`src/rtl/bcd_x3_pkg.sv`:
```
// Shared types and constants for the BCD to Excess-3 converter scheduler.
package bcd_x3_pkg;

    typedef enum logic [1:0] {
        IDLE  = 2'd0,
        SHIFT = 2'd1,
        DONE  = 2'd2
    } state_e;

    localparam int unsigned BCD_W     = 4;
    localparam int unsigned BCD_MAX   = 9;
    localparam int unsigned X3_OFFSET = 3;

endpackage

```
`src/rtl/bcd_x3_scheduler_rr_arb2.sv`:
```
// rr_arb2: two-way round-robin arbiter; on a tie the requester that did not win last time is granted.
module rr_arb2 (
    input  logic [1:0] req,
    input  logic       last_grant,
    output logic [1:0] grant,
    output logic       gnt_id
);

    always_comb begin
        gnt_id = 1'b0;
        grant  = 2'b00;
        case (req)
            2'b01:   gnt_id = 1'b0;
            2'b10:   gnt_id = 1'b1;
            2'b11:   gnt_id = ~last_grant;
            default: gnt_id = 1'b0;
        endcase
        if (req != 2'b00) begin
            grant = gnt_id ? 2'b10 : 2'b01;
        end
    end

endmodule

```
`src/rtl/bcd_x3_scheduler.sv`:
```
// bcd_x3_scheduler: time-shares one serial LSB-first BCD->Excess-3 Mealy converter between two requesters.
// Optional feature: define BCD_X3_CHECK_EN to reject digits above 9 with a one-cycle res_err pulse.
module bcd_x3_scheduler
    import bcd_x3_pkg::*;
#(
    parameter int unsigned N_BITS = 4
) (
    input  logic             clock,
    input  logic             reset,
    input  logic             req0,
    input  logic             req1,
    input  logic [BCD_W-1:0] digit0,
    input  logic [BCD_W-1:0] digit1,
    output logic             ack0,
    output logic             ack1,
    output logic             conv_x,
    input  logic             conv_y,
    output logic             conv_rst_n,
    output logic             busy,
    output logic             res_valid,
    output logic [BCD_W-1:0] res_data,
    output logic             res_id
`ifdef BCD_X3_CHECK_EN
    ,
    output logic             res_err
`endif
);

    localparam int unsigned      CNT_W    = $clog2(N_BITS);
    localparam logic [CNT_W-1:0] CNT_LAST = CNT_W'(N_BITS - 1);
`ifdef BCD_X3_CHECK_EN
    localparam logic [BCD_W-1:0] MAX_DIGIT = BCD_W'(BCD_MAX);
`endif

    state_e             state_q;
    logic [CNT_W-1:0]   cnt_q;
    logic [BCD_W-1:0]   sr_q;
    logic [BCD_W-1:0]   rsr_q;
    logic [BCD_W-1:0]   rsr_d;
    logic               last_grant_q;
    logic               ack0_q;
    logic               ack1_q;
    logic               conv_rst_n_q;
    logic               busy_q;
    logic               res_valid_q;
    logic [BCD_W-1:0]   res_data_q;
    logic               res_id_q;
`ifdef BCD_X3_CHECK_EN
    logic               res_err_q;
`endif

    logic [1:0]         grant;
    logic               gnt_id;
    logic [BCD_W-1:0]   digit_sel;

    rr_arb2 u_arb (
        .req        ({req1, req0}),
        .last_grant (last_grant_q),
        .grant      (grant),
        .gnt_id     (gnt_id)
    );

    assign digit_sel = gnt_id ? digit1 : digit0;
    // Converter output is Mealy: each sampled Y enters at the MSB so bit i ends up holding cycle i.
    assign rsr_d     = {conv_y, rsr_q[BCD_W-1:1]};

    always_ff @(posedge clock or negedge reset) begin
        if (!reset) begin
            state_q      <= IDLE;
            cnt_q        <= '0;
            sr_q         <= '0;
            rsr_q        <= '0;
            last_grant_q <= 1'b1;
            ack0_q       <= 1'b0;
            ack1_q       <= 1'b0;
            conv_rst_n_q <= 1'b0;
            busy_q       <= 1'b0;
            res_valid_q  <= 1'b0;
            res_data_q   <= '0;
            res_id_q     <= 1'b0;
`ifdef BCD_X3_CHECK_EN
            res_err_q    <= 1'b0;
`endif
        end else begin
            ack0_q      <= 1'b0;
            ack1_q      <= 1'b0;
            res_valid_q <= 1'b0;
`ifdef BCD_X3_CHECK_EN
            res_err_q   <= 1'b0;
`endif
            case (state_q)
                IDLE: begin
                    if (grant != 2'b00) begin
                        ack0_q       <= grant[0];
                        ack1_q       <= grant[1];
                        last_grant_q <= gnt_id;
                        res_id_q     <= gnt_id;
                        sr_q         <= digit_sel;
                        busy_q       <= 1'b1;
`ifdef BCD_X3_CHECK_EN
                        // Invalid digits bypass the converter entirely; it stays in reset.
                        if (digit_sel > MAX_DIGIT) begin
                            state_q    <= DONE;
                            res_err_q  <= 1'b1;
                            res_data_q <= '0;
                        end else
`endif
                        begin
                            state_q      <= SHIFT;
                            cnt_q        <= '0;
                            conv_rst_n_q <= 1'b1;
                        end
                    end
                end
                SHIFT: begin
                    sr_q  <= sr_q >> 1;
                    rsr_q <= rsr_d;
                    cnt_q <= cnt_q + 1'b1;
                    if (cnt_q == CNT_LAST) begin
                        state_q      <= DONE;
                        conv_rst_n_q <= 1'b0;
                        res_valid_q  <= 1'b1;
                        res_data_q   <= rsr_d;
                    end
                end
                DONE: begin
                    state_q <= IDLE;
                    busy_q  <= 1'b0;
                end
                default: begin
                    state_q      <= IDLE;
                    busy_q       <= 1'b0;
                    conv_rst_n_q <= 1'b0;
                end
            endcase
        end
    end

    assign ack0       = ack0_q;
    assign ack1       = ack1_q;
    assign conv_x     = sr_q[0] & conv_rst_n_q;
    assign conv_rst_n = conv_rst_n_q;
    assign busy       = busy_q;
    assign res_valid  = res_valid_q;
    assign res_data   = res_data_q;
    assign res_id     = res_id_q;
`ifdef BCD_X3_CHECK_EN
    assign res_err    = res_err_q;
`endif

endmodule

```
`config.mk`:
```
export PLATFORM = sky130hd
export DESIGN_NAME = bcd_x3_scheduler
export DESIGN_NICKNAME = d
export VERILOG_FILES = /design/src/rtl/bcd_x3_pkg.sv /design/src/rtl/bcd_x3_scheduler_rr_arb2.sv /design/src/rtl/bcd_x3_scheduler.sv
export SDC_FILE = /design/constraint.sdc
export NUM_CORES = 1
export LEC_CHECK = 0
export ABC_AREA = 1
export CAP_MARGIN = 20
export CORE_MARGIN = 3
export CORE_UTILIZATION = 51
export DETAILED_ROUTE_END_ITERATION = 6
export PLACE_DENSITY = 0.94
export SYNTH_ARGS = -nofsm -noshare
export SYNTH_HDL_FRONTEND = slang
export SYNTH_HIERARCHICAL = 1
export SYNTH_SLANG_ARGS = --single-unit
```
`constraint.sdc`:
```
create_clock -name clock -period 3.6 [get_ports clock]
set_input_delay 0.54 -clock clock [delete_from_list [all_inputs] [get_ports clock]]
set_output_delay 0.54 -clock clock [all_outputs]
set_load 0.03 [all_outputs]
```
* Word level (Yosys, flattened, before mapping)
Index checks and enable logic that the tools add are counted. Widths: inputs -> output; s select.
Storage, ports and cells: flip-flop bits (word level) 23, output and inout port bits 11, input port bits 13
Cells by class: reductions and logical operators 10, equal/unequal tests 7, bitwise gates (word level) 4, add/subtract/negate cells 1, mux-type cells 21
Operators by type and width (count):
- $mux 2 | 5
- $reduce_and 2->1 | 5
- $eq 2x2->1 const B | 4
- $mux 1 | 8
- $mux 4 | 2
- $pmux 2 s2 | 2
- $pmux 4 s2 | 1
- $reduce_bool 2->1 | 3
- $ne 2x2->1 const B | 2
- $pmux 1 s2 | 2
- $not 1->1 | 3
- $pmux 1 s3 | 1
- $reduce_and 3->1 | 1
- $add 2x1->2 const B | 1
- $eq 2x1->1 const B | 1
- $logic_not 2->1 | 1
- $and 1x1->1 | 1

* Longest topological paths before layout
word-level depth 7, mapped depth 10

* By module
Netlist, hierarchy kept.
Modules (own cells, without submodules):
- bcd_x3_scheduler | instances 1, cells each 109, area each 942.2 µm², sequential area each 551.8 µm²
- rr_arb2 | instances 1, cells each 6, area each 25.0 µm², sequential area each 0.0 µm²

* Worst setup path after synthesis
Ideal clock, no wire load.
path type input -> register, start input port req1, end register sr_q[0], cell stages on the path 7, arrival 1228 ps, data required time 3483 ps, setup slack 2255 ps, setup time 117 ps, cells stage by stage inv_1 a21oi_1 inv_1 nand2_1 nand3_1 nand3_1 nand2_1
Between the ends: longest elaborated chain between the ends 7, elaborated cells between the ends (all ways) 12
RTL lines:
- start: declaration | RTL line bcd_x3_scheduler.sv:11 | input logic req1,
- $eq 2x2->1 | RTL line bcd_x3_scheduler_rr_arb2.sv:12 | case (req)
- $pmux 1 s2 (*) | RTL line bcd_x3_scheduler_rr_arb2.sv:12
- named net gnt_id | RTL line bcd_x3_scheduler.sv:53 | logic gnt_id;
- $mux 2 | RTL line bcd_x3_scheduler_rr_arb2.sv:19 | grant = gnt_id ? 2'b10 : 2'b01;
- $mux 2 | RTL line bcd_x3_scheduler_rr_arb2.sv:18 | if (req != 2'b00) begin
- $reduce_bool 2->1 | RTL line bcd_x3_scheduler.sv:93 | if (grant != 2'b00) begin
- $ne 2x2->1 (no source line)
- $reduce_and 2->1 (no source line)
- end signal: assignment | RTL line bcd_x3_scheduler.sv:98 | sr_q <= digit_sel;
- end signal: assignment | RTL line bcd_x3_scheduler.sv:116 | sr_q <= sr_q >> 1;
- end: declaration | RTL line bcd_x3_scheduler.sv:37 | logic [BCD_W-1:0] sr_q;
Mark *: on every way through the listed nets, which the timed path passes. The rest lies on a longest branch. The select of a mux whose other input is x is not followed. A chain may end at the register's enable or synchronous reset.

* Worst setup path after layout
start register sr_q[0], end output port conv_x
Between the ends: longest elaborated chain between the ends 1
RTL lines:
- $and 1x1->1 | RTL line bcd_x3_scheduler.sv:141 | assign conv_x = sr_q[0] & conv_rst_n_q;
- end: declaration | RTL line bcd_x3_scheduler.sv:16 | output logic conv_x,
No other way between the ends.

==> results_dict.tcl <==
set metrics [dict create \
    nFillCells 151 \
    clk_pin_slew_worst_paths_ps 110 \
    worst_pin_slew_ps 955 \
    ys_ff_latch 22 \
    gp_congestion 0.856 \
    synth-seq-area-share 0.571 \
    cts_tree "built" \
    track_usage 0.190 \
    fin_skew_ps 4.42 \
    rows 15 \
    cp-end-kind "primary output" \
    crit_fanout 2 \
    port_buffers 23 \
    die_h_um 49.5 \
    antenna_found_initial 0 \
    start_util 0.548 \
    start_kind "flip-flop" \
    synth_area_um2 967 \
    dpl-instance-area_mm2 0.00122 \
    place_ws_ps 1650 \
    grt_max_degree 23 \
    grt_pass1_wl_mm 3.57 \
    min_period_ps 1980 \
    p_leak_nw 0.664 \
    hold_viol 0 \
    ant_nets 0 \
    grt_overflow 0 \
    synth_fp_nets 129 \
    arrival_ps 1440 \
    cts_resized 0 \
    crit_type "flip-flop to primary output" \
    vdd_drop_max_mv 0.478 \
    wl_per_cell_um 11.3 \
    synth_cells 115 \
    powerDensity_mw_per_mm2 880 \
    drv_cap 0 \
    clockBufferDepth 2 \
    num_vias 790 \
    avgSynthCellArea_um2 8.41 \
    syn2layout_area_growth_pct 29.6 \
    ioPinCount 24 \
    required_ps 3060 \
    fmax_ghz 0.504 \
    synth.distinct_cells 15 \
    cts_made_buffers 3 \
    dp_hpwl_mm 1.39 \
    post-route-util 0.711 \
    maxSlewHeadroom 0.362 \
    clkSinkCount 22 \
    drc_errors 0 \
    outcome "complete, no violations" \
    yosys_warnings 6 \
    firstDrtPassIters 4 \
    root_buffer "clkbuf_4" \
    finalCritPeriodShare 0.551 \
    setup-tns-final_ps 0 \
    insertion_delay_ps 300 \
    finalSetupViolCount 0 \
    fp.dieW_um 49.5 \
    die-area_mm2 0.00245 \
    rsz0062_at_grt "false" \
    drt-initial-drc-count 24 \
    final_area_mm2 0.00125 \
    ctsHtreeMaxLevel 1 \
    hold_class "flip-flop to flip-flop" \
    core_area_mm2 0.00176 \
    grt_pass1_vias 821 \
    finalPower_mw 1.10 \
    num-nets-final 156 \
    worst_slack_ps 1620 \
    wirelength_mm 1.88 \
    drv_slew 0 \
    cts_hold_buf 0 \
    post-cts-setup-buffers 0 \
    vias_per_cell 4.76 \
    diodes 0 \
    drive_gt1_frac 0.0851 \
]
## report_power, final
| part | switching (mW) | total, mW | internal [mW] |
|---|---|---|---|
| Sequential | 0.0639 | 0.425 | 0.361 |
| Clock | 0.0694 | 0.131 | 0.0617 |
| Combinational | 0.341 | 0.548 | 0.207 |
## worst max-delay path, cell delays in order (launching register included)
cell             delay, ps
dfrtp_1                380
nand2_1                 60
inv_1                   40
clkdlybuf4s50_1        660
## stage by stage
| stage | hold WS (ps) | cells |
|---|---|---|
| final | 487 | 166 |
| after global placement | 455 | 162 |
| after global routing | 526 | 166 |
| after floorplan | 244 | 115 |
| after CTS | 494 | 166 |
| after detailed placement | 464 | 162 |
## flip-flops by register name, indices dropped and copies added (netlist names)
name	cells
res_id	1
state_q	2
ack1	1
conv_rst_n	1
sr_q	4
last_grant_q	1
ack0	1
res_data	4
busy	1
cnt_q	2
res_valid	1
rsr_q	3
## Yosys cell counts
| library cell | count | area share |
|---|---|---|
| dfrtp_1 | 21 | 0.54 |
| nand2_4 | 3 | 0.035 |
| nand2_2 | 1 | 0.0065 |
| nor2_1 | 6 | 0.023 |
| a21oi_1 | 3 | 0.016 |
| nand3_1 | 7 | 0.036 |
| inv_4 | 1 | 0.0065 |
| dfstp_2 | 1 | 0.027 |
| inv_2 | 2 | 0.0078 |
| o21ai_1 | 3 | 0.016 |
| inv_1 | 13 | 0.050 |
| ha_1 | 1 | 0.013 |
| nand2_1 | 47 | 0.18 |
| buf_6 | 1 | 0.012 |
| o21ai_0 | 5 | 0.026 |
## area by class of cell
class | instances | area [µm²] | area share
Timing Repair Buffer | 23 | 230 | 0.184
Multi-Input combinational cell | 76 | 342 | 0.272
Inverter | 16 | 62.6 | 0.0499
Tap cell | 25 | 31.3 | 0.0250
Clock buffer | 4 | 36.3 | 0.0289
Sequential cell | 22 | 552 | 0.440
## metal layers
metal  share of wire  track usage  vias to the layer above
li1                -            -                      403
met1            0.43        0.235                      353
met2            0.48        0.308                       29
met3           0.070       0.0514                        5
met4           0.020       0.0829                        0
met5               0            0                        -
## cells in the final DEF, fill, tap and decap left out
cell type / count
a21oi_1: 3
clkbuf_4: 3
clkbuf_8: 1
clkdlybuf4s50_1: 23
dfrtp_1: 21
dfstp_2: 1
ha_1: 1
inv_1: 13
inv_2: 2
inv_4: 1
nand2_1: 47
nand2_2: 1
nand2_4: 3
nand3_1: 7
nor2_1: 6
o21ai_0: 5
o21ai_1: 3
## final timing paths
kind	startpoint	end	cells after the start	slack, ps
min reg2reg	rsr_q[1]$_DFFE_PN0P_	res_data[0]$_DFFE_PN0P_	2	490
max	sr_q[0]$_DFFE_PN0P_	conv_x	3	1620
max reg2reg	last_grant_q$_DFFE_PN1P_	sr_q[1]$_DFFE_PN0P_	9	2290
min	rsr_q[1]$_DFFE_PN0P_	res_data[0]$_DFFE_PN0P_	2	490
min in group asynchronous	reset	ack0$_DFF_PN0_	1	750
max in group asynchronous	reset	sr_q[3]$_DFFE_PN0P_	1	2260
## cells by family after synthesis
logic type | count (synthesis) | synth area share
adders and majority gates | 1 | 0.0129
AOI/OAI and AO/OA | 11 | 0.0569
DFF | 22 | 0.571
buffers and inverters | 17 | 0.0763
and+or+nand+nor | 64 | 0.283
Note: power is estimated with default switching activity, not from simulation.
